File: config.mk
export PLATFORM = sky130hd
export DESIGN_NAME = function_eval_ci_initiator_flat
export DESIGN_NICKNAME = d
export VERILOG_FILES = /design/src/rtl/fe_ci_pkg.sv /design/src/rtl/function_eval_ci_initiator_if.sv /design/src/rtl/fe_ci_watchdog.sv /design/src/rtl/function_eval_ci_initiator.sv /design/src/flat_wrapper.sv
export SDC_FILE = /design/constraint.sdc
export NUM_CORES = 1
export LEC_CHECK = 0
export ABC_CLOCK_PERIOD_IN_PS = 4300
export BUFFER_PORTS_ARGS = -buffer_cell sky130_fd_sc_hd__clkbuf_2
export CAP_MARGIN = 5
export CORE_MARGIN = 5
export CORE_UTILIZATION = 53
export CTS_CLUSTER_DIAMETER = 120
export DETAILED_ROUTE_END_ITERATION = 8
export PLACE_DENSITY = 0.95
export REMOVE_ABC_BUFFERS = 1
export SKIP_CTS_REPAIR_TIMING = 1
export SLEW_MARGIN = 10
export SYNTH_ARGS = -nofsm -noshare
export SYNTH_HDL_FRONTEND = slang
export SYNTH_SLANG_ARGS = --single-unit
File: constraint.sdc
create_clock -name clk -period 4.3 [get_ports clk]
set_input_delay 0.215 -clock clk [delete_from_list [all_inputs] [get_ports clk]]
set_output_delay 0.215 -clock clk [all_outputs]
set_load 0.02 [all_outputs]
File: src/rtl/fe_ci_pkg.sv
// Shared definitions for the function-evaluation custom-instruction initiator:
// operand width, command codes and the controller state encoding.
package fe_ci_pkg;

  localparam int FLT_DATA_WIDTH = 32;
  localparam int N_WIDTH        = 2;

  localparam logic [N_WIDTH-1:0] CMD_CLEAR = 2'd0;
  localparam logic [N_WIDTH-1:0] CMD_GO    = 2'd1;
  localparam logic [N_WIDTH-1:0] CMD_READ  = 2'd2;

  typedef enum logic [3:0] {
    ST_IDLE      = 4'd0,
    ST_CLR_ISSUE = 4'd1,
    ST_CLR_WAIT  = 4'd2,
    ST_FETCH     = 4'd3,
    ST_GO_ISSUE  = 4'd4,
    ST_GO_WAIT   = 4'd5,
    ST_RD_ISSUE  = 4'd6,
    ST_RD_WAIT   = 4'd7,
    ST_OUT       = 4'd8
  } fe_state_t;

  // Command strobe cycles.
  function automatic logic is_issue(fe_state_t s);
    return (s == ST_CLR_ISSUE) || (s == ST_GO_ISSUE) || (s == ST_RD_ISSUE);
  endfunction

  // Cycles spent waiting for the responder's done pulse.
  function automatic logic is_wait(fe_state_t s);
    return (s == ST_CLR_WAIT) || (s == ST_GO_WAIT) || (s == ST_RD_WAIT);
  endfunction

endpackage

File: src/rtl/function_eval_ci_initiator_if.sv
// Custom-instruction bus between the initiator (master) and the
// function-evaluation accelerator (slave).
interface function_eval_ci_initiator_if;

  logic                                  clk_en;
  logic                                  start;
  logic [fe_ci_pkg::N_WIDTH-1:0]         n;
  logic [fe_ci_pkg::FLT_DATA_WIDTH-1:0]  dataa;
  logic [fe_ci_pkg::FLT_DATA_WIDTH-1:0]  datab;
  logic                                  done;
  logic [fe_ci_pkg::FLT_DATA_WIDTH-1:0]  result;

  modport master (
    output clk_en, start, n, dataa, datab,
    input  done, result
  );

  modport slave (
    input  clk_en, start, n, dataa, datab,
    output done, result
  );

endinterface

File: src/rtl/fe_ci_watchdog.sv
// Per-command watchdog: counts cycles spent waiting for ci_done and flags
// expiry when TIMEOUT_CYCLES wait cycles pass without an answer.
// Only compiled when FE_CI_TIMEOUT_EN is defined.
`ifdef FE_CI_TIMEOUT_EN
module fe_ci_watchdog #(
  parameter int TIMEOUT_CYCLES = 1024
) (
  input  logic clk,
  input  logic rst,      // asynchronous, active low
  input  logic restart,  // command being issued: start a fresh count
  input  logic active,   // currently waiting for done
  input  logic done,
  output logic expire
);

  localparam int CW = $clog2(TIMEOUT_CYCLES + 1);

  logic [CW-1:0] count_reg;

  // Expiry fires during the TIMEOUT_CYCLES-th wait cycle unless done arrives then.
  assign expire = active && !done && (count_reg == CW'(TIMEOUT_CYCLES - 1));

  // Wait-cycle counter, cleared whenever a new command is strobed.
  always_ff @(posedge clk or negedge rst) begin
    if (!rst) begin
      count_reg <= '0;
    end else if (restart) begin
      count_reg <= '0;
    end else if (active && !done && !expire) begin
      count_reg <= count_reg + 1'b1;
    end
  end

endmodule
`endif

File: src/rtl/function_eval_ci_initiator.sv
// Initiator side of the function-evaluation custom-instruction handshake.
// Per job: CLEAR, one GO per streamed float pair, then READ; the READ result
// is returned on a valid/ready port.
// Optional build macro FE_CI_TIMEOUT_EN adds a per-command watchdog that
// aborts a stuck job and raises the sticky err_timeout flag.
module function_eval_ci_initiator
  import fe_ci_pkg::*;
#(
  parameter int CNT_WIDTH      = 16,
  parameter int TIMEOUT_CYCLES = 1024
) (
  input  logic                      clk,
  input  logic                      rst,        // asynchronous, active low
  input  logic                      job_start,
  input  logic [CNT_WIDTH-1:0]      job_len,
  output logic                      job_busy,
  input  logic                      s_valid,
  output logic                      s_ready,
  input  logic [FLT_DATA_WIDTH-1:0] s_x_one,
  input  logic [FLT_DATA_WIDTH-1:0] s_x_two,
  function_eval_ci_initiator_if.master ci,
  output logic                      m_valid,
  input  logic                      m_ready,
  output logic [FLT_DATA_WIDTH-1:0] m_result,
  output logic [CNT_WIDTH-1:0]      pairs_sent,
  output logic                      err_timeout
);

  fe_state_t                 state_reg;
  fe_state_t                 state_next;
  logic [CNT_WIDTH-1:0]      len_reg;
  logic [CNT_WIDTH-1:0]      pairs_reg;
  logic [CNT_WIDTH-1:0]      pairs_inc;
  logic                      last_pair;
  logic                      clk_en_reg;
  logic [N_WIDTH-1:0]        n_reg;
  logic [FLT_DATA_WIDTH-1:0] dataa_reg;
  logic [FLT_DATA_WIDTH-1:0] datab_reg;
  logic                      m_valid_reg;
  logic [FLT_DATA_WIDTH-1:0] m_result_reg;
  logic                      err_reg;
  logic                      wd_expire;
  logic                      start_comb;

  assign pairs_inc = pairs_reg + 1'b1;
  assign last_pair = (pairs_inc == len_reg);

`ifdef FE_CI_TIMEOUT_EN
  fe_ci_watchdog #(
    .TIMEOUT_CYCLES(TIMEOUT_CYCLES)
  ) u_watchdog (
    .clk     (clk),
    .rst     (rst),
    .restart (is_issue(state_reg)),
    .active  (is_wait(state_reg)),
    .done    (ci.done),
    .expire  (wd_expire)
  );

  // Timeout error stays set until reset; later jobs are still accepted.
  always_ff @(posedge clk or negedge rst) begin
    if (!rst) begin
      err_reg <= 1'b0;
    end else if (wd_expire) begin
      err_reg <= 1'b1;
    end
  end
`else
  assign wd_expire = 1'b0;
  assign err_reg   = 1'b0;
  logic unused_timeout_cfg;
  assign unused_timeout_cfg = (TIMEOUT_CYCLES == 0);
`endif

  // State register.
  always_ff @(posedge clk or negedge rst) begin
    if (!rst) begin
      state_reg <= ST_IDLE;
    end else begin
      state_reg <= state_next;
    end
  end

  // Next-state logic; a done pulse is only honoured in the wait states.
  always_comb begin
    state_next = state_reg;
    case (state_reg)
      ST_IDLE:      if (job_start) state_next = ST_CLR_ISSUE;
      ST_CLR_ISSUE: state_next = ST_CLR_WAIT;
      ST_CLR_WAIT: begin
        if (ci.done) begin
          state_next = (len_reg == '0) ? ST_RD_ISSUE : ST_FETCH;
        end else if (wd_expire) begin
          state_next = ST_IDLE;
        end
      end
      ST_FETCH:     if (s_valid) state_next = ST_GO_ISSUE;
      ST_GO_ISSUE:  state_next = ST_GO_WAIT;
      ST_GO_WAIT: begin
        if (ci.done) begin
          state_next = last_pair ? ST_RD_ISSUE : ST_FETCH;
        end else if (wd_expire) begin
          state_next = ST_IDLE;
        end
      end
      ST_RD_ISSUE:  state_next = ST_RD_WAIT;
      ST_RD_WAIT: begin
        if (ci.done) begin
          state_next = ST_OUT;
        end else if (wd_expire) begin
          state_next = ST_IDLE;
        end
      end
      ST_OUT:       if (m_ready) state_next = ST_IDLE;
      default:      state_next = ST_IDLE;
    endcase
  end

  // State-decoded outputs: command strobe, source ready and busy flag.
  always_comb begin
    start_comb = is_issue(state_reg);
    s_ready    = (state_reg == ST_FETCH);
    job_busy   = (state_reg != ST_IDLE);
  end

  // Datapath: job length, pair counter, command/operand registers and the
  // result holding register. Command fields are loaded on entry to an issue
  // state and then held until the matching done.
  always_ff @(posedge clk or negedge rst) begin
    if (!rst) begin
      clk_en_reg   <= 1'b0;
      len_reg      <= '0;
      pairs_reg    <= '0;
      n_reg        <= '0;
      dataa_reg    <= '0;
      datab_reg    <= '0;
      m_valid_reg  <= 1'b0;
      m_result_reg <= '0;
    end else begin
      clk_en_reg <= 1'b1;
      case (state_reg)
        ST_IDLE: begin
          if (job_start) begin
            len_reg   <= job_len;
            pairs_reg <= '0;
            n_reg     <= CMD_CLEAR;
          end
        end
        ST_CLR_WAIT: begin
          if (ci.done && (len_reg == '0)) n_reg <= CMD_READ;
        end
        ST_FETCH: begin
          if (s_valid) begin
            n_reg     <= CMD_GO;
            dataa_reg <= s_x_one;
            datab_reg <= s_x_two;
          end
        end
        ST_GO_WAIT: begin
          if (ci.done) begin
            pairs_reg <= pairs_inc;
            if (last_pair) n_reg <= CMD_READ;
          end
        end
        ST_RD_WAIT: begin
          if (ci.done) begin
            m_result_reg <= ci.result;
            m_valid_reg  <= 1'b1;
          end
        end
        ST_OUT: begin
          if (m_ready) m_valid_reg <= 1'b0;
        end
        default: ;
      endcase
    end
  end

  assign ci.clk_en   = clk_en_reg;
  assign ci.start    = start_comb;
  assign ci.n        = n_reg;
  assign ci.dataa    = dataa_reg;
  assign ci.datab    = datab_reg;
  assign m_valid     = m_valid_reg;
  assign m_result    = m_result_reg;
  assign pairs_sent  = pairs_reg;
  assign err_timeout = err_reg;

endmodule

File: src/flat_wrapper.sv
// flat-port wrapper written by rule: the top's interface ports become plain ports
module function_eval_ci_initiator_flat import fe_ci_pkg::*;
#(
  parameter int CNT_WIDTH      = 16,
  parameter int TIMEOUT_CYCLES = 1024
)
  (clk, rst, job_start, job_len, job_busy, s_valid, s_ready, s_x_one, s_x_two, m_valid, m_ready, m_result, pairs_sent, err_timeout, ci_clk_en, ci_start, ci_n, ci_dataa, ci_datab, ci_done, ci_result);
  function_eval_ci_initiator_if ci_i ();
  input  logic clk;
  input  logic rst;
  input  logic job_start;
  input  logic [CNT_WIDTH-1:0] job_len;
  output logic job_busy;
  input  logic s_valid;
  output logic s_ready;
  input  logic [FLT_DATA_WIDTH-1:0] s_x_one;
  input  logic [FLT_DATA_WIDTH-1:0] s_x_two;
  output logic m_valid;
  input  logic m_ready;
  output logic [FLT_DATA_WIDTH-1:0] m_result;
  output logic [CNT_WIDTH-1:0] pairs_sent;
  output logic err_timeout;
  output wire logic [$bits(ci_i.clk_en)-1:0] ci_clk_en;
  output wire logic [$bits(ci_i.start)-1:0] ci_start;
  output wire logic [$bits(ci_i.n)-1:0] ci_n;
  output wire logic [$bits(ci_i.dataa)-1:0] ci_dataa;
  output wire logic [$bits(ci_i.datab)-1:0] ci_datab;
  input wire logic [$bits(ci_i.done)-1:0] ci_done;
  input wire logic [$bits(ci_i.result)-1:0] ci_result;
  assign ci_clk_en = ci_i.clk_en;
  assign ci_start = ci_i.start;
  assign ci_n = ci_i.n;
  assign ci_dataa = ci_i.dataa;
  assign ci_datab = ci_i.datab;
  assign ci_i.done = ci_done;
  assign ci_i.result = ci_result;
  function_eval_ci_initiator #(.CNT_WIDTH(CNT_WIDTH), .TIMEOUT_CYCLES(TIMEOUT_CYCLES)) u_core (.clk(clk), .rst(rst), .job_start(job_start), .job_len(job_len), .job_busy(job_busy), .s_valid(s_valid), .s_ready(s_ready), .s_x_one(s_x_one), .s_x_two(s_x_two), .ci(ci_i), .m_valid(m_valid), .m_ready(m_ready), .m_result(m_result), .pairs_sent(pairs_sent), .err_timeout(err_timeout));
endmodule
* After elaboration in Yosys (flattened, before gate mapping)
Cells that the tools add are included.
W data, S select, Z words.
** Operators by class
- Mux-type cells :: 21
- Bitwise operators :: 0
- Magnitude comparators :: 0
- $mul :: 0
- Shifts and indexed selects :: 0
- Reductions and logical operators :: 16
- Add/sub/neg operators :: 1
- Div/mod/pow operators :: 0
- Equality and inequality tests :: 17
** Operators with widths (number)
- $pmux W4 S9 :: 1
- $mux W16 :: 2
- $pmux W16 S2 :: 1
- $mux W4 :: 6
- $add A16 B1 Y16 const B :: 1
- $eq A16 B16 Y1 :: 1
- $eq A4 B3 Y1 const B :: 4
- $logic_not A16 Y1 :: 1
- $ne A2 B2 Y1 const B :: 6
- $reduce_and A6 Y1 :: 2
- $mux W2 :: 5
- $eq A4 B2 Y1 const B :: 2
- $pmux W2 S4 :: 1
- $reduce_bool A4 Y1 :: 2
- $mux W3 :: 2
- $reduce_and A2 Y1 :: 3
- $reduce_and A3 Y1 :: 2
- $eq A4 B1 Y1 const B :: 1
- $eq A4 B4 Y1 const B :: 1
- $logic_not A4 Y1 :: 1
- $ne A2 B1 Y1 const B :: 2
- $reduce_bool A2 Y1 :: 2
- $logic_or A1 B1 Y1 :: 2
- $mux W1 :: 2
- other kinds (2) :: 2
** Word-level totals
- Latch bits :: 0
- Logic and storage cells :: 64
- Memories kept :: 0
- Memory bits (read-only) :: 0
- Bits in registers :: 136
- Input port bits :: 118
- Memory bits (writable) :: 0

* Logic depth before layout (Yosys ltp)
- Depth after elaboration :: 5
- Depth in mapped cells :: 8
- Gate-level depth less buffers :: 7

* Least setup slack after synthesis
No wires, ideal clock.
- Path type :: reg-to-reg
- From :: reg u_core.pairs_reg[0], in the netlist u_core.pairs_sent[0]
- To :: reg u_core.n_reg[1], in the netlist u_core.ci.n[1]
- Library setup time :: 103 ps
- Data arrival time :: 2099 ps
- Stages on the path, launching flop included :: 8
- Setup slack :: 2097 ps
- Period minus slack after synthesis :: 2203 ps
- Required time :: 4197 ps
- Cell sequence :: dfrtp_1 -> ha_1 -> nand3_2 -> o21ai_0 -> nor4b_1 -> o2111a_1 -> nand4_1 -> o41ai_2
** On the way
- Word-level cells in the longest chain between the ends :: 4
** Ends and longest elaborated chain
- from (decl) :: RTL line function_eval_ci_initiator.sv:32 : logic [CNT_WIDTH-1:0] pairs_reg;
- from (signal assigned) :: RTL line function_eval_ci_initiator.sv:161 : pairs_reg <= pairs_inc;
- $add A16 B1 Y16 :: RTL line function_eval_ci_initiator.sv:45 : assign pairs_inc = pairs_reg + 1'b1;
- $eq A16 B16 Y1 :: RTL line function_eval_ci_initiator.sv:46 : assign last_pair = (pairs_inc == len_reg);
- $ne A2 B1 Y1 (no line)
- $reduce_and A6 Y1 (no line)
- to (signal assigned) :: RTL line function_eval_ci_initiator.sv:134 : n_reg <= '0;
- to (signal assigned) :: RTL line function_eval_ci_initiator.sv:146 : n_reg <= CMD_CLEAR;
- to (signal assigned) :: RTL line function_eval_ci_initiator.sv:150 : if (ci.done && (len_reg == '0)) n_reg <= CMD_READ;
- to (decl) :: RTL line function_eval_ci_initiator.sv:36 : logic [N_WIDTH-1:0] n_reg;
No other way between the ends.
A chain may end at the register's enable or synchronous reset.

* Final worst setup path
- From :: reg u_core.state_reg[2]
- To :: reg u_core.pairs_reg[7], in the netlist u_core.pairs_sent[7]
** On the way
- Word-level cells in the longest chain between the ends :: 3
- Elaborated cells on any way between the ends :: 7
- Classes of those cells :: eq/ne (3); mux (1); reduce/logical (3)
** Ends and longest elaborated chain
- from (decl) :: RTL line function_eval_ci_initiator.sv:29 : fe_state_t state_reg;
- from (signal assigned) :: RTL line function_eval_ci_initiator.sv:80 : state_reg <= state_next;
- $eq A4 B3 Y1 or $logic_not A4 Y1 (tied branches) :: RTL line function_eval_ci_initiator.sv:141 : case (state_reg)
- $ne A2 B2 Y1 (no line) or $reduce_bool A2 Y1 (tied branches)
- $reduce_and A3 Y1 (no line)
Several ways; a longest one is shown, not always the timed one.

==> flow_summary.json <==
{
  "status": "finished, final reports clean",
  "rsz0062_at_grt": "false",
  "drv_slew": 0,
  "io-pin-count": 238,
  "dpl.cell_count": 834,
  "stdcell_count": 866,
  "die_w_um": 117,
  "fmax_ghz": 0.365,
  "start_kind": "register",
  "tightest_slew_ns": 0.894,
  "wl_met1_mm": 6.24,
  "yosysTopAreaCell": "dfrtp_1",
  "place_congestion": 0.933,
  "top_layer_used": "met4",
  "io_buffers": 236,
  "synth-seq-cells": 136,
  "grt_usage_pct": 23.4,
  "slew_headroom_pct": 40.2,
  "synth_cells": 479,
  "grt_max_degree": 96,
  "path_max_fanout": 17,
  "setup_violations": 0,
  "dieHeight_um": 117,
  "yosys_warnings": 0,
  "insertedDiodeCount": 0,
  "cap_violations": 0,
  "dr_total_vias": 4817,
  "met2WireLength_mm": 8.35,
  "ys.flop_type": "dfrtp_1",
  "post-route-period-util_pct": 63.8,
  "path_class": "register to register",
  "crit_arrival_ns": 3.01,
  "mostFrequentLayoutCells": "clkbuf_2 (235), dfrtp_1 (136), mux2_2 (113), o21ai_0 (31), nor2_1 (22)",
  "layout_commonest_cell": "clkbuf_2",
  "synthTopCellsByArea": "dfrtp_1 (56%), mux2_2 (21%), o21ai_0 (2.5%)",
  "p_leak_uw": 0.00394,
  "h-tree-depth": 4,
  "p_clk_share_pct": 22.8,
  "first_pass_iters": 5,
  "post_drt_wl_per_cell_um": 18.7,
  "synth_edf_count": 0,
  "cts_sinks": 136,
  "detail-route-antenna-nets": 0,
  "dr_wl_met3_mm": 1.26,
  "core_um2": 11400,
  "drive_gt1_share_pct": 54.2,
  "clkTransAtPathRegs_ns": 0.06,
  "cts_tree": "built",
  "worstSkewPairLatency_ns": 0.41,
  "tns_ns": 0,
  "pwr-share-comb_pct": 40.2,
  "vias_per_cell": 5.56,
  "holdCritPathClass": "primary input to register",
  "totalWireLength_mm": 16.2,
  "power_density_nw_per_um2": 774,
  "finalNetCount": 831,
  "grt_pass1_wl_mm": 26.3,
  "cts_inserted_buffers": 17,
  "grt_pass1_vias": 5146,
  "finalClockSkew_ns": 0.00745,
  "drtIter0Drc": 327,
  "cp.required_ns": 4.57,
  "power_frac_seq_pct": 37.0,
  "cts_root_buf": "clkbuf_16",
  "ys_seq_area_share_pct": 55.7,
  "p_int_uw": 3790,
  "dieArea_um2": 13800,
  "min_period_ns": 2.74,
  "syn-cell-area_um2": 6110,
  "cts_buffer_depth": 2,
  "switching_share_pct": 38.4,
  "initial_utilization_pct": 53.8,
  "grt-ovfl-total": 0,
  "p_sw_uw": 2370,
  "areaGrowthSynthToFinish_pct": 30.0,
  "yosysUniqueCellTypes": 56,
  "rows": 39,
  "utilization_pct": 69.9,
  "synth-async-reset-ratio_pct": 100,
  "end_kind": "register",
  "avgSynthCellArea_um2": 12.8,
  "fill_cells": 779,
  "detailed_place_hpwl_mm": 12.0,
  "irDropWorstVdd_mv": 0.607,
  "synth_top_area_share_pct": 55.7,
  "antenna_found_initial": 0,
  "post-route-drc-count": 0,
  "finalHoldViolCount": 0
}
-- power groups by stage --
stage / clock [uW] / combinational (uW) / sequential [uW]
detailed placement: 0 / 2490 / 2280
floorplan: 0 / 1070 / 2780
global placement: 0 / 2410 / 2250
global route: 1480 / 2650 / 2350
CTS: 1420 / 2500 / 2270
finish: 1400 / 2470 / 2280
-- worst max-delay path, stage by stage (launching register included) --
cell     delay [ns]
dfrtp_1        0.53
nor2_1         0.32
nand3_1        0.63
and2_0         0.68
o21ai_0        0.32
o41ai_1        0.12
-- cell usage after synthesis (3+ instances only) --
cell type	instances
o211ai_1	3
buf_4	5
clkbuf_1	10
mux2_2	113
mux2i_1	3
o21ai_0	31
a21oi_1	9
buf_2	11
nor2_1	23
nor2b_1	4
xor2_1	16
o31ai_1	3
dfrtp_1	136
inv_1	3
nand4_1	5
nand3_1	11
nand2_1	22
nor3_1	6
nor4_1	8
xnor2_1	9
nand2b_1	4
-- final timing paths --
path	start	slack, ns	endpoint	cells after the start
hold reg to reg	u_core.ci.datab[19]	0.50	u_core.ci.datab[19]	1
setup / recovery	u_core.state_reg[2]	1.56	u_core.pairs_sent[7]	5
max in group asynchronous	rst	2.76	u_core.pairs_sent[12]	3
hold / removal	s_x_two[18]	0.03	u_core.ci.datab[18]	2
min in group asynchronous	rst	0.47	u_core.state_reg[1]	2
setup reg to reg	u_core.state_reg[2]	1.56	u_core.pairs_sent[7]	5
-- area by class of cell --
type                            count  area [um^2]  area share, %
Clock inverter                      9          101           1.27
Tap cell                          143          179           2.25
Clock buffer                       21          460           5.79
Multi-Input combinational cell    313         2560           32.3
Inverter                            3         11.3          0.142
Timing Repair Buffer              241         1230           15.5
Sequential cell                   136         3400           42.8
-- per-layer routing --
| metal | global-route usage [%] | up-vias |
|---|---|---|
| met2 | 39.0 | 216 |
| met4 | 7.32 | 0 |
| met3 | 8.08 | 31 |
| li1 | - | 2198 |
| met1 | 28.7 | 2372 |
| met5 | 0 | - |
-- cell families after synthesis --
family          after synthesis  share of synthesized area (%)
flops                       136                           55.7
mux                         116                           21.3
simple gates                101                           9.39
compound gates               68                           7.24
buf+inv                      30                           2.50
xor+xnor                     25                           3.58
other cells                   2                          0.123
fa+ha+maj                     1                          0.205
-- metrics by stage --
| step | hold slack, ns | power, uW | area [um^2] | worst slack, ns |
|---|---|---|---|---|
| detailed placement | 0.357 | 4770 | 7370 | 1.58 |
| CTS | -0.0821 | 6190 | 7930 | 1.57 |
| finish | 0.0275 | 6160 | 7950 | 1.56 |
| global route | 0.0162 | 6480 | 7950 | 1.36 |
| global placement | 0.344 | 4660 | 7370 | 1.75 |
| floorplan | -0.0806 | 3850 | 5970 | 1.09 |
(Power assumes the default switching activity.)
